--- src/rtl/conv_seq_if.sv ---
// Handshake and window bus between a pixel source/window consumer and conv_window_sequencer.
// Build with CONV_SEQ_ABORT_EN defined to add the abort request.
interface conv_seq_if;
  logic       start;
  logic [3:0] pix_in;
  logic       pix_valid;
  logic       pix_ready;
  logic [3:0] win_in2;
  logic [3:0] win_in4;
  logic [3:0] win_in5;
  logic [3:0] win_in6;
  logic [3:0] win_in8;
  logic       win_en;
  logic       stage_valid;
  logic       busy;
  logic       frame_done;
`ifdef CONV_SEQ_ABORT_EN
  logic       abort;

  modport master (
    output start, pix_in, pix_valid, abort,
    input  pix_ready, win_in2, win_in4, win_in5, win_in6, win_in8,
    input  win_en, stage_valid, busy, frame_done
  );

  modport slave (
    input  start, pix_in, pix_valid, abort,
    output pix_ready, win_in2, win_in4, win_in5, win_in6, win_in8,
    output win_en, stage_valid, busy, frame_done
  );
`else
  modport master (
    output start, pix_in, pix_valid,
    input  pix_ready, win_in2, win_in4, win_in5, win_in6, win_in8,
    input  win_en, stage_valid, busy, frame_done
  );

  modport slave (
    input  start, pix_in, pix_valid,
    output pix_ready, win_in2, win_in4, win_in5, win_in6, win_in8,
    output win_en, stage_valid, busy, frame_done
  );
`endif
endinterface

--- src/rtl/conv_window_sequencer.sv ---
// Streams a raster frame through two line buffers and issues 3x3 cross windows (interior only).
// Optional feature macro: CONV_SEQ_ABORT_EN adds a frame abort input.
module conv_window_sequencer #(
  parameter int IMG_W = 8,
  parameter int IMG_H = 8
) (
  input  logic        clk,
  input  logic        rst,
  conv_seq_if.slave   bus
);
  localparam int CW = $clog2(IMG_W);
  localparam int RW = $clog2(IMG_H);
  localparam logic [CW-1:0] COL_LAST = CW'(IMG_W - 1);
  localparam logic [RW-1:0] ROW_LAST = RW'(IMG_H - 1);

  typedef enum logic [2:0] {
    IDLE  = 3'd0,
    FILL  = 3'd1,
    RUN   = 3'd2,
    FLUSH = 3'd3,
    DONE  = 3'd4
  } state_t;

  state_t state, state_nxt;

  logic [CW-1:0] col;
  logic [RW-1:0] row;
  logic          pix_ready_c;
  logic          busy_c;
  logic          frame_done_c;
  logic          accept;
  logic          col_last;
  logic          row_last;
  logic          abort_now;
  logic          win_fire;

  logic [3:0] lb1 [IMG_W];   // row r-1
  logic [3:0] lb2 [IMG_W];   // row r-2
  logic [3:0] prev1_d1;      // (r-1, c-1)
  logic [3:0] prev1_d2;      // (r-1, c-2)
  logic [3:0] prev2_d1;      // (r-2, c-1)
  logic [3:0] cur_d1;        // (r,   c-1)

  assign pix_ready_c = (state == FILL) || (state == RUN);
  assign accept      = bus.pix_valid && pix_ready_c;
  assign col_last    = (col == COL_LAST);
  assign row_last    = (row == ROW_LAST);
  // RUN implies row >= 2, so only the column needs checking.
  assign win_fire    = accept && (state == RUN) && (col >= CW'(2));

`ifdef CONV_SEQ_ABORT_EN
  assign abort_now = bus.abort && ((state == FILL) || (state == RUN) || (state == FLUSH));
`else
  assign abort_now = 1'b0;
`endif

  always_ff @(posedge clk or posedge rst) begin
    if (rst) begin
      state <= IDLE;
    end else begin
      state <= state_nxt;
    end
  end

  always_comb begin
    state_nxt    = state;
    busy_c       = 1'b1;
    frame_done_c = 1'b0;
    case (state)
      IDLE: begin
        busy_c = 1'b0;
        if (bus.start) state_nxt = FILL;
      end
      FILL: begin
        if (accept && col_last && (row == RW'(1))) state_nxt = RUN;
      end
      RUN: begin
        if (accept && col_last && row_last) state_nxt = FLUSH;
      end
      FLUSH: begin
        state_nxt = DONE;
      end
      DONE: begin
        frame_done_c = 1'b1;
        state_nxt    = IDLE;
      end
      default: begin
        state_nxt = IDLE;
      end
    endcase
    if (abort_now) state_nxt = IDLE;
  end

  always_ff @(posedge clk or posedge rst) begin
    if (rst) begin
      col <= '0;
      row <= '0;
    end else if (abort_now || ((state == IDLE) && bus.start)) begin
      col <= '0;
      row <= '0;
    end else if (accept) begin
      if (col_last) begin
        col <= '0;
        row <= row_last ? '0 : row + RW'(1);
      end else begin
        col <= col + CW'(1);
      end
    end
  end

  // Line buffers are never cleared: every tap is overwritten by the new frame before use.
  always_ff @(posedge clk) begin
    if (accept) begin
      lb2[col] <= lb1[col];
      lb1[col] <= bus.pix_in;
    end
  end

  always_ff @(posedge clk or posedge rst) begin
    if (rst) begin
      prev1_d1 <= '0;
      prev1_d2 <= '0;
      prev2_d1 <= '0;
      cur_d1   <= '0;
    end else if (accept) begin
      prev1_d1 <= lb1[col];
      prev1_d2 <= prev1_d1;
      prev2_d1 <= lb2[col];
      cur_d1   <= bus.pix_in;
    end
  end

  always_ff @(posedge clk or posedge rst) begin
    if (rst) begin
      bus.win_in2     <= '0;
      bus.win_in4     <= '0;
      bus.win_in5     <= '0;
      bus.win_in6     <= '0;
      bus.win_in8     <= '0;
      bus.win_en      <= 1'b0;
      bus.stage_valid <= 1'b0;
    end else begin
      bus.stage_valid <= bus.win_en;
      bus.win_en      <= win_fire && !abort_now;
      if (win_fire && !abort_now) begin
        bus.win_in2 <= prev2_d1;
        bus.win_in4 <= prev1_d2;
        bus.win_in5 <= prev1_d1;
        bus.win_in6 <= lb1[col];
        bus.win_in8 <= cur_d1;
      end
    end
  end

  assign bus.pix_ready  = pix_ready_c;
  assign bus.busy       = busy_c;
  assign bus.frame_done = frame_done_c;
endmodule
--- src/flat_wrapper.sv ---
// flat-port wrapper written by rule: the top's interface ports become plain ports
module conv_window_sequencer_flat 
#(
  parameter int IMG_W = 8,
  parameter int IMG_H = 8
)
  (clk, rst, bus_start, bus_pix_in, bus_pix_valid, bus_pix_ready, bus_win_in2, bus_win_in4, bus_win_in5, bus_win_in6, bus_win_in8, bus_win_en, bus_stage_valid, bus_busy, bus_frame_done);
  conv_seq_if bus_i ();
  input  logic clk;
  input  logic rst;
  input wire logic [$bits(bus_i.start)-1:0] bus_start;
  input wire logic [$bits(bus_i.pix_in)-1:0] bus_pix_in;
  input wire logic [$bits(bus_i.pix_valid)-1:0] bus_pix_valid;
  output wire logic [$bits(bus_i.pix_ready)-1:0] bus_pix_ready;
  output wire logic [$bits(bus_i.win_in2)-1:0] bus_win_in2;
  output wire logic [$bits(bus_i.win_in4)-1:0] bus_win_in4;
  output wire logic [$bits(bus_i.win_in5)-1:0] bus_win_in5;
  output wire logic [$bits(bus_i.win_in6)-1:0] bus_win_in6;
  output wire logic [$bits(bus_i.win_in8)-1:0] bus_win_in8;
  output wire logic [$bits(bus_i.win_en)-1:0] bus_win_en;
  output wire logic [$bits(bus_i.stage_valid)-1:0] bus_stage_valid;
  output wire logic [$bits(bus_i.busy)-1:0] bus_busy;
  output wire logic [$bits(bus_i.frame_done)-1:0] bus_frame_done;
  assign bus_i.start = bus_start;
  assign bus_i.pix_in = bus_pix_in;
  assign bus_i.pix_valid = bus_pix_valid;
  assign bus_pix_ready = bus_i.pix_ready;
  assign bus_win_in2 = bus_i.win_in2;
  assign bus_win_in4 = bus_i.win_in4;
  assign bus_win_in5 = bus_i.win_in5;
  assign bus_win_in6 = bus_i.win_in6;
  assign bus_win_in8 = bus_i.win_in8;
  assign bus_win_en = bus_i.win_en;
  assign bus_stage_valid = bus_i.stage_valid;
  assign bus_busy = bus_i.busy;
  assign bus_frame_done = bus_i.frame_done;
  conv_window_sequencer #(.IMG_W(IMG_W), .IMG_H(IMG_H)) u_core (.clk(clk), .rst(rst), .bus(bus_i));
endmodule
--- config.mk ---
export PLATFORM = sky130hd
export DESIGN_NAME = conv_window_sequencer_flat
export DESIGN_NICKNAME = d
export VERILOG_FILES = /design/src/rtl/conv_seq_if.sv /design/src/rtl/conv_window_sequencer.sv /design/src/flat_wrapper.sv
export SDC_FILE = /design/constraint.sdc
export NUM_CORES = 1
export LEC_CHECK = 0
export ABC_AREA = 1
export CAP_MARGIN = 20
export CORE_MARGIN = 10
export CORE_UTILIZATION = 52
export CTS_CLUSTER_DIAMETER = 50
export DETAILED_ROUTE_END_ITERATION = 7
export HOLD_SLACK_MARGIN = 0.05
export PLACE_DENSITY_LB_ADDON = 0.08
export SLEW_MARGIN = 25
export SYNTH_ARGS = -nofsm -noshare
export SYNTH_HDL_FRONTEND = slang
export SYNTH_SLANG_ARGS = --single-unit
--- constraint.sdc ---
create_clock -name clk -period 2.3 [get_ports clk]
set_input_delay 0.23 -clock clk [delete_from_list [all_inputs] [get_ports clk]]
set_output_delay 0.23 -clock clk [all_outputs]
set_load 0.02 [all_outputs]
# Word-level counts from Yosys, hierarchy flattened

Memories as Yosys holds them, arrays and structs flattened. A register that Yosys moved wholly into a read port is not among the register bits.
Index checks and enable logic that the tools add are counted.

Add/subtract/negate cells: 2
$lt $le $gt $ge: 1
Equality and inequality tests: 10
Multiplexer cells: 15
Reduce and logical (&&, ||, !) cells: 13

Operators with widths:

| kind                                                                                 | number |
|---|---|
| 3-bit 2-to-1 mux                                                                     | 10 |
| 3-bit one-hot mux with 4 select lines                                                | 1 |
| 3-bit == test (second input constant)                                                | 3 |
| 1-bit logical AND                                                                    | 7 |
| 3-bit by 1-bit adder with 3-bit output (second input constant)                       | 2 |
| 3-bit by 1-bit == test with 1-bit output (second input constant)                     | 2 |
| 3-bit by 2-bit == test with 1-bit output (second input constant)                     | 2 |
| 2-bit != test (second input constant)                                                | 3 |
| 1-bit 2-to-1 mux                                                                     | 4 |
| 2-bit nonzero test                                                                   | 2 |
| 3-bit by 2-bit greater-or-equal comparator with 1-bit output (second input constant) | 1 |
| 3-bit zero test                                                                      | 1 |
| 3-bit AND reduction                                                                  | 1 |
| 2-bit AND reduction                                                                  | 1 |
| 1-bit logical OR                                                                     | 1 |

Bits in registers: 43
Bits in writable memories: 64
Logic and storage cells: 56
Memories kept: 2

Memory list:

| name       | words | bits a word | rd ports | clocked after Yosys merged registers in | write ports | line                        | RTL |
|---|---|---|---|---|---|---|---|
| u_core.lb1 | 8     | 4           | 1        | 0                                       | 1           | conv_window_sequencer.sv:37 | `logic [3:0] lb1 [IMG_W];` |
| u_core.lb2 | 8     | 4           | 1        | 1                                       | 1           | conv_window_sequencer.sv:38 | `logic [3:0] lb2 [IMG_W];` |

# Depth between registers and ports, before layout

Gate-level depths: netlist (run 1).

Depth after elaboration: 7
Depth in mapped cells: 11
Mapped depth without buffers: 9

# Worst setup path after synthesis (run 1)

Ideal clock, no wire load.

Path kind: register to register
From: reg u_core.state[0]
To: mem u_core.lb1[2][0] (enable)
Library setup time: 0.395 ns
Arrival: 1.940 ns
Path slack: -0.035 ns
Stages on the path, launching flop included: 7
Path buffers: 1
Period minus slack after synthesis: 2.335 ns
Cell sequence: dfrtp_1 -> nor2_4 -> nand2_2 -> nand2_2 -> nand2_4 -> buf_2 -> nor4_1

Cells in the longest elaborated chain, start to end: 5

Ends and longest elaborated chain:

| element                                                                                                     | line                         | RTL |
|---|---|---|
| start, declared                                                                                             | conv_window_sequencer.sv:24  | `state_t state, state_nxt;` |
| start signal, assigned                                                                                      | conv_window_sequencer.sv:61  | `state <= state_nxt;` |
| 3-bit by 1-bit == test with 1-bit output / 3-bit by 2-bit == test with 1-bit output (equally long branches) | conv_window_sequencer.sv:44  | `assign pix_ready_c = (state == FILL) \|\| (state == RUN);` |
| 1-bit logical OR (*)                                                                                        | conv_window_sequencer.sv:44  |  |
| net bus_pix_ready                                                                                           | flat_wrapper.sv:14           | `output wire logic [$bits(bus_i.pix_ready)-1:0] bus_pix_ready;` |
| 1-bit logical AND (*)                                                                                       | conv_window_sequencer.sv:45  | `assign accept = bus.pix_valid && pix_ready_c;` |
| 1-bit 2-to-1 mux (*)                                                                                        | conv_window_sequencer.sv:113 | `if (accept) begin` |
| 1-bit 2-to-1 mux (not written as such) (*)                                                                  | conv_window_sequencer.sv:115 | `lb1[col] <= bus.pix_in;` |
| end, declared                                                                                               | conv_window_sequencer.sv:37  |  |

Mark *: on every way through the listed nets, which the timed path passes. The rest lies on a longest branch.

# Worst setup path after layout (run 1)

From: reg u_core.state[0]
To: out bus_pix_ready

Cells in the longest elaborated chain, start to end: 2

Ends and longest elaborated chain:

| element                                                                                                     | line |
|---|---|
| 3-bit by 1-bit == test with 1-bit output / 3-bit by 2-bit == test with 1-bit output (equally long branches) | conv_window_sequencer.sv:44 |
| 1-bit logical OR (*)                                                                                        | conv_window_sequencer.sv:44 |
| end, declared                                                                                               | flat_wrapper.sv:14 |

Every way passes the cells marked *; elsewhere a longest branch is shown, timed or not.

==> results of run 1 <==
==> per-layer routing <==
metal  GRT usage  up-vias  share of wire  wire, µm
li1            -     1603              -         -
met1       0.219     1563           0.47      4650
met2       0.238       54           0.48      4710
met3      0.0281       10          0.044       437
met4      0.0520        0          0.011       105
met5           0        -              0         0
==> cell usage in the layout, fill, tap and decap left out, drive strengths merged <==
master and n:
o21bai 2, clkinv 1, ha 6, nor2 11
nand2 237, nand3b 2, nand4 12, clkdlybuf4s50 32
nor3 5, dfrtp 47, clkbuf 12, nand3 10
o21ai 20, buf 21, nor4 6, a21oi 1
inv 27, edfxtp 64
==> power by group <==
group | leakage [nW] | switching (W) | internal (W)
clock | 0.111 | 0.000671 | 0.000532
combinational | 1.18 | 0.00176 | 0.000848
sequential | 1.19 | 0.000217 | 0.00269
total | 2.48 | 0.00264 | 0.00407
==> critical path, stage by stage, from the launching register on <==
cell	delay, ps
dfrtp_1	440
nor2_4	170
nand2_2	120
nand2_2	150
clkdlybuf4s50_1	630
==> cell families (layout without fill, tap and decap cells) <==
group,count (synthesis),count (layout)
AO/OA/AOI/OAI,23,23
adder cells (fa/ha/maj),6,6
buffers and inverters,45,93
flip-flops,111,111
AND/OR/NAND/NOR,283,283
==> worst paths after layout <==
path / startpoint / to / slack [ps] / cells after the start
setup / recovery: u_core.state[0]$_DFFE_PP0P_ / bus_pix_ready / 190 / 4
hold / removal: rst / u_core.row[0]$_DFFE_PP0P_ / 100 / 2
setup reg to reg: u_core.state[0]$_DFFE_PP0P_ / u_core.lb2[7][0]$_DFFE_PP_ / 270 / 6
hold reg to reg: u_core.bus.win_en$_DFF_PP0_ / u_core.bus.stage_valid$_DFF_PP0_ / 390 / 0
max in group asynchronous: rst / u_core.prev1_d1[0]$_DFFE_PP0P_ / 1650 / 3
min in group clk: u_core.bus.win_en$_DFF_PP0_ / u_core.bus.stage_valid$_DFF_PP0_ / 390 / 0
==> area by class of cell <==
class                      instances  area [µm²]  area share
clock buffer                      12         176      0.0327
multi-input combinational        312        1390       0.257
inverter                          24        90.1      0.0167
timing repair buffer              53         478      0.0885
clock inverter                     4        32.5     0.00602
sequential                       111        3100       0.574
tap                              108         135      0.0250
==> per-stage QoR <==
stage               power (W)  std cells   util  setup slack (ps)  cell area, µm²
floorplan             0.00460        468      -             -34.8            4690
global placement      0.00556        608  0.592               359            5190
CTS                   0.00679        624  0.616               168            5400
global route          0.00717        624  0.616              90.3            5400
detailed placement    0.00560        608  0.592               320            5190
finish                0.00671        624  0.616               189            5400
==> flip-flops by register name, indices dropped and copies added, names as in the netlist, 4 cells and up <==
name / cells
u_core.bus.win_in2: 4
u_core.bus.win_in4: 4
u_core.bus.win_in5: 4
u_core.bus.win_in6: 4
u_core.bus.win_in8: 4
u_core.cur_d1: 4
u_core.lb1: 32
u_core.lb2: 32
u_core.prev1_d1: 4
u_core.prev1_d2: 4
u_core.prev2_d1: 4
==> out/metrics.cfg, run 1 <==
[status]
outcome = complete, no violations

[die]
dieArea_um2 = 13200
io_pins = 33
start_util = 0.536
die_x_um = 115
core-area_um2 = 8760
die_y_um = 115
num_rows = 34

[logic_synthesis]
synth_area_um2 = 4690
synth-seq-area-share = 0.660
synth-adder-area-share = 0.0160
synth_mux_area_frac = 0
synth_common_cells = nand2_1, edfxtp_1, dfrtp_1, inv_1
async_flop_share = 0.423
yosys_warnings = 0
netlist_instances = 468
synthXorXnorAreaFrac = 0
synth_compound_area_frac = 0.0320
synth_fp_nets = 482
yosysUniqueCellTypes = 24
ys.flop_type = edfxtp_1
avgSynthCellArea_um2 = 10.0
yosys_register_bits = 111
synth_top_area_frac = 0.409
synth_enable_flop_cells = 64
synth-simple-area-share = 0.248
synth_top_family_by_area = simple AND/OR/NAND/NOR gates
yosys.area.top_type = edfxtp_1
synthTopCellsByArea = edfxtp_1, dfrtp_1, nand2_1, inv_1, ha_1
yosysMostFrequentCell = nand2_1

[clock_network]
cts.sinks = 111
cts_tree = built
clk_pin_slew_worst_paths_ps = 100
cts_made_buffers = 9
cts-root-buf = clkbuf_8
clockBufferDepth = 2
cts.htree.levels = 3
insertion_delay_ps = 370
cts_hold_buf = 0
post-cts-setup-buffer-count = 0
cts_resized = 0

[timing]
final.period_utilization = 0.918
timing.final.max_slew_violations = 0
final.min_clock_period_ps = 2110
tightest_slew_ps = 512
holdWs_ps = 104
slew_headroom = 0.658
finClkSkew_ps = 10.3
setup_viol = 0
hold_viol = 0
max_freq_mhz = 474
rsz0062_at_grt = no
tns_ps = 0

[detailed_routing]
routed_wl_um = 9900
ant_nets = 0
drtIter0Drc = 164
vias = 3230
firstDrtPassIters = 4
drc = 0
wire_per_inst_um = 15.9
via_per_inst = 5.18

[job]
maxCapViolCount = 0

[global_routing]
antenna_found_initial = 0
grt_max_degree = 39
grt.overflow.total = 0
grt_util_all_layers = 0.156
grt_pass1_vias = 3145
grt_pass1_wl_um = 16500

[worst_setup_path]
path_max_fanout = 5
critPathLaunchType = flop
critPathArrivalTime_ps = 1880
endpoint_kind = output pin
worst-setup-path-type = reg -> out
worstPathRequired_ps = 2070

[worst_hold_path]
worstHoldPathType = in -> async

[place]
hpwl_um = 6520
port-buffer-count = 32
gp_congestion = 0.823

[layout]
area_delta_synth_final_pct = 15.1
fillers = 735
final_nets = 525
drive_gt1_frac = 0.105
insertedDiodeCount = 0

[power_and_ir_drop]
leakage_nw = 2.48
power_density_nw_per_um2 = 1240
peakVddDrop_mv = 0.557

Note: power is estimated with default switching activity, not from simulation.
==> inputs of run 2 (changes only) <==
--- a/config.mk
+++ b/config.mk
@@ -6,6 +6,7 @@
 export NUM_CORES = 1
 export LEC_CHECK = 0
 export ABC_AREA = 1
+export ABC_CLOCK_PERIOD_IN_PS = 2300
 export CAP_MARGIN = 20
 export CORE_MARGIN = 10
 export CORE_UTILIZATION = 52
==> results of run 2 <==
The final DEF is identical to that of run 1; final timing and power are the same.
==> inputs of run 3 (changes only) <==
--- a/config.mk
+++ b/config.mk
@@ -14,6 +14,7 @@
 export DETAILED_ROUTE_END_ITERATION = 7
 export HOLD_SLACK_MARGIN = 0.05
 export PLACE_DENSITY_LB_ADDON = 0.08
+export SKIP_LAST_GASP = 1
 export SLEW_MARGIN = 25
 export SYNTH_ARGS = -nofsm -noshare
 export SYNTH_HDL_FRONTEND = slang
==> results of run 3 <==
The final DEF is identical to that of run 1; final timing and power are the same.
